==> src/rtl/serial_sub.sv <==
// Bit-serial subtractor: d = a - b - b_in, one bit per clock, LSB first.
// Define SERIAL_SUB_SAT_EN to clamp d to zero when the final borrow is set.
module serial_sub #(
    parameter int unsigned WIDTH = 4
) (
    input  logic             clk,
    input  logic             rst_n,
    input  logic             start,
    input  logic [WIDTH-1:0] a,
    input  logic [WIDTH-1:0] b,
    input  logic             b_in,
    output logic             busy,
    output logic             done,
    output logic [WIDTH-1:0] d,
    output logic             b_out,
    output logic             ovf
);

    localparam int unsigned CW = $clog2(WIDTH);
    localparam logic [CW-1:0] LAST = CW'(WIDTH - 1);

    typedef enum logic [1:0] {
        IDLE = 2'd0,
        RUN  = 2'd1,
        DONE = 2'd2
    } state_t;

    state_t state;
    state_t state_nxt;

    logic [WIDTH-1:0] a_sr;
    logic [WIDTH-1:0] b_sr;
    logic [WIDTH-1:0] res_sr;
    logic [CW-1:0]    cnt;
    logic             brw;
    logic             a_msb;
    logic             b_msb;

    logic             accept;
    logic             finish;
    logic             diff_bit;
    logic             brw_nxt;
    logic [WIDTH-1:0] d_raw;
    logic             ovf_raw;

    // ---------------------------------------------------------------
    // Control FSM
    // ---------------------------------------------------------------
    always_ff @(posedge clk or negedge rst_n) begin
        if (!rst_n) begin
            state <= IDLE;
        end else begin
            state <= state_nxt;
        end
    end

    always_comb begin
        state_nxt = state;
        accept    = 1'b0;
        finish    = 1'b0;
        unique case (state)
            IDLE: begin
                if (start) begin
                    accept    = 1'b1;
                    state_nxt = RUN;
                end
            end
            RUN: begin
                if (cnt == LAST) begin
                    finish    = 1'b1;
                    state_nxt = DONE;
                end
            end
            DONE: begin
                // A start seen in the completion cycle chains straight into the next run.
                if (start) begin
                    accept    = 1'b1;
                    state_nxt = RUN;
                end else begin
                    state_nxt = IDLE;
                end
            end
            default: state_nxt = IDLE;
        endcase
    end

    assign busy = (state == RUN);
    assign done = (state == DONE);

    // ---------------------------------------------------------------
    // Full-subtractor cell and completed-result view
    // ---------------------------------------------------------------
    always_comb begin
        diff_bit = a_sr[0] ^ b_sr[0] ^ brw;
        brw_nxt  = (~a_sr[0] & b_sr[0]) | (~a_sr[0] & brw) | (b_sr[0] & brw);
        d_raw    = {diff_bit, res_sr[WIDTH-1:1]};
        ovf_raw  = (a_msb != b_msb) && (d_raw[WIDTH-1] != a_msb);
    end

    // ---------------------------------------------------------------
    // Operand / result shift registers, bit counter, borrow flop
    // ---------------------------------------------------------------
    always_ff @(posedge clk or negedge rst_n) begin
        if (!rst_n) begin
            a_sr   <= '0;
            b_sr   <= '0;
            res_sr <= '0;
            cnt    <= '0;
            brw    <= 1'b0;
            a_msb  <= 1'b0;
            b_msb  <= 1'b0;
        end else if (accept) begin
            a_sr   <= a;
            b_sr   <= b;
            res_sr <= '0;
            cnt    <= '0;
            brw    <= b_in;
            a_msb  <= a[WIDTH-1];
            b_msb  <= b[WIDTH-1];
        end else if (state == RUN) begin
            a_sr   <= a_sr >> 1;
            b_sr   <= b_sr >> 1;
            res_sr <= d_raw;
            cnt    <= cnt + CW'(1);
            brw    <= brw_nxt;
        end
    end

    // ---------------------------------------------------------------
    // Architectural outputs: updated only on the completion edge
    // ---------------------------------------------------------------
    always_ff @(posedge clk or negedge rst_n) begin
        if (!rst_n) begin
            d     <= '0;
            b_out <= 1'b0;
            ovf   <= 1'b0;
        end else if (finish) begin
`ifdef SERIAL_SUB_SAT_EN
            d     <= brw_nxt ? '0 : d_raw;
`else
            d     <= d_raw;
`endif
            b_out <= brw_nxt;
            ovf   <= ovf_raw;
        end
    end

endmodule

==> config.mk <==
export PLATFORM = sky130hd
export DESIGN_NAME = serial_sub
export DESIGN_NICKNAME = d
export VERILOG_FILES = /design/src/rtl/serial_sub.sv
export SDC_FILE = /design/constraint.sdc
export NUM_CORES = 1
export LEC_CHECK = 0
export CAP_MARGIN = 20
export CORE_MARGIN = 3
export CORE_UTILIZATION = 32
export CTS_CLUSTER_SIZE = 14
export DETAILED_ROUTE_END_ITERATION = 8
export PLACE_DENSITY = 0.59
export SLEW_MARGIN = 20
export SYNTH_ARGS = -nofsm -noshare
export SYNTH_HDL_FRONTEND = slang
export SYNTH_SLANG_ARGS = --single-unit
==> constraint.sdc <==
create_clock -name clk -period 1.9 [get_ports clk]
set_clock_uncertainty 0.05 [all_clocks]
set_input_delay 0.38 -clock clk [delete_from_list [all_inputs] [get_ports clk]]
set_output_delay 0.38 -clock clk [all_outputs]
set_load 0.01 [all_outputs]
==> impl_metrics.yaml <==
power_and_ir_drop:
  power_frac_clock_pct: 10.6
  total_leakage_power_nw: 0.586
  ir_worst_vdd_mv: 0.631
  switchingPower_w: 0.000693
  finalPower_w: 0.00203
  p_sw_share_pct: 34.2
  p_int_w: 0.00133
  p_per_area_nw_per_um2: 1590
  share_comb_of_total_power_pct: 46.8
  pwr-share-seq_pct: 42.6
detailed_routing:
  drc: 0
  num_vias: 659
  drt_first_pass_iters: 4
  wire_per_inst_um: 12.7
  ant_nets: 0
  via_per_inst: 4.64
  finalWirelength_um: 1800
  first_iter_violations: 7
synth:
  synthFlopType: "dfrtp_1"
  syn-cell-area_um2: 1010
  synth_edf_count: 0
  ys_warn_count: 0
  syn_inst: 77
  ys_seq_area_share_pct: 59.6
  syn_nets: 91
  ys_ff_latch: 24
  synth.avg_cell_area_um2: 13.1
  synth_async_sr_flop_share_pct: 100
  yosysUniqueCellTypes: 23
layout:
  drive_gt1_share_pct: 17.0
  final_common_cell: "dfrtp_1"
  stdcell_count: 142
  final_nets: 116
  insertedDiodeCount: 0
  final_cell_mix: "dfrtp_1 (24), clkdlybuf4s50_1 (18), a22o_1 (8), mux2_2 (7)"
  fill_cells: 277
  area_growth_pct: 26.7
clock_tree:
  clkSinkCount: 24
  postCtsHoldBufs: 0
  clock_path_buffers: 2
  cts_resized: 1
  h-tree-depth: 1
  postCtsSetupBuffers: 0
  worstSkewPairLatency_ns: 0.30
  cts_made_buffers: 3
  cts_tree: "built"
  cts_root_buf: "clkbuf_4"
  path_clk_slew_ns: 0.12
sta:
  period_needed_ns: 1.81
  hold_viol: 0
  drv_slew: 0
  hold_ws_ns: 0.369
  grt_setup_unrepaired: "no"
  finalSetupViolCount: 0
  max_freq_mhz: 553
  fin_crit_sh_pct: 95.2
  fin_tns_setup_ns: 0
  slew_headroom_pct: 70.2
  worstMarginPinSlew_ns: 0.446
floorplanning:
  ioPinCount: 20
  initial_core_util_pct: 35.1
  die-area_um2: 3860
  die_x_um: 62.1
  rows: 19
  die_h_um: 62.1
  core_area_um2: 2880
global_route:
  grt_pass1_vias: 663
  grt.total_usage_pct: 10.2
  use_met2_pct: 16.4
  grt-busiest-layer: "met2"
  met1_usage_pct: 12.8
  antenna_found_initial: 0
  grt_max_degree: 25
  grt_use_met3_pct: 4.86
  grt-ovfl-total: 0
  grt_pass1_wl_um: 3150
placement:
  place_inst: 139
  numPortBuffers: 19
  dp_hpwl_um: 1300
  place_congestion: 0.752
critical_path:
  critPathLaunchType: "register"
  crit_fanout: 4
  cp_data_arrival_time_ns: 1.38
  rr_startpoint: "a_sr[0]$_DFFE_PN0P_"
  startpoint: "state[0]$_DFFE_PN0P_"
  end_kind: "primary output"
  required_ns: 1.47
  critical_path_class: "reg2out"
min_path:
  hp-class: "in2async"
flow_run:
  maxCapViolCount: 0
status:
  outcome: "complete, no violations"
==> sequential cells by signal, indices dropped and copies added (netlist names) <==
signal / count
a_sr: 4
b_sr: 4
d: 4
res_sr: 3
cnt: 2
state: 2
a_msb: 1
b_msb: 1
b_out: 1
brw: 1
ovf: 1
==> final timing paths <==
| kind | to | slack, ns | depth (start not counted) |
|---|---|---|---|
| setup reg to reg | ovf$_DFFE_PN0P_ | 0.36 | 4 |
| min in group clk | a_sr[1]$_DFFE_PN0P_ | 0.44 | 1 |
| max in group asynchronous | res_sr[3]$_DFFE_PN0P_ | 1.20 | 2 |
| hold / removal | cnt[0]$_DFFE_PN0P_ | 0.37 | 2 |
| hold reg to reg | a_sr[1]$_DFFE_PN0P_ | 0.44 | 1 |
| setup / recovery | done | 0.09 | 2 |
==> area by class of cell <==
cell class | instances | area [um^2] | area share [%]
sequential | 24 | 601 | 47.0
multi-input combinational | 45 | 358 | 28.0
timing repair buffer | 24 | 226 | 17.7
tap | 42 | 52.6 | 4.11
clock buffer | 3 | 22.5 | 1.76
inverter | 4 | 17.5 | 1.37
==> through the flow <==
step                      instance area, um^2  utilization [%]  setup WS (ns)
after floorplan                          1010                -          0.498
after global placement                   1260             43.7          0.123
after detailed placement                 1260             43.7          0.104
after CTS                                1280             44.4         0.0687
after global routing                     1280             44.4         0.0211
final                                    1280             44.4         0.0917
==> routing by layer <==
metal / share of wire, % / vias up
met3: 6.6 / 2
met1: 46 / 317
met2: 47 / 21
met4: 0.50 / 0
met5: 0 / -
li1: - / 319
==> critical path, stage by stage (launching register included) <==
cell	delay [ns]
dfrtp_1	0.42
nor2b_1	0.11
clkdlybuf4s50_1	0.54
==> power by group through the flow <==
| stage | Clock [W] | Combinational (W) | Sequential [W] |
|---|---|---|---|
| final | 0.000214 | 0.000950 | 0.000863 |
| after global routing | 0.000241 | 0.00106 | 0.000896 |
| after floorplan | 0 | 0.000662 | 0.000881 |
| after global placement | 0 | 0.000949 | 0.000875 |
| after CTS | 0.000225 | 0.000969 | 0.000867 |
| after detailed placement | 0 | 0.000976 | 0.000878 |
==> cells by family (layout without fill, tap and decap cells) <==
logic type	Yosys count	in the layout	synth area share, %
AO/OA/AOI/OAI	19	19	14.1
adder cells (fa/ha/maj)	2	2	3.23
buffers and inverters	8	31	4.96
flip-flops	24	24	59.6
multiplexers	10	10	10.8
AND/OR/NAND/NOR	14	14	7.32
==> cells in the mapped netlist (all sizes together) (2+ instances only) <==
cell	count	share of area, %
o21ai	5	2.5
nor2	2	0.99
a22o	8	6.9
nor2b	3	1.9
inv	4	1.7
a221o	2	2.0
a21o	2	1.5
dfrtp	24	60
buf	4	3.2
nand2	5	1.9
mux2i	3	3.0
mux2	7	7.8
Power figures use the tool's default switching activity.
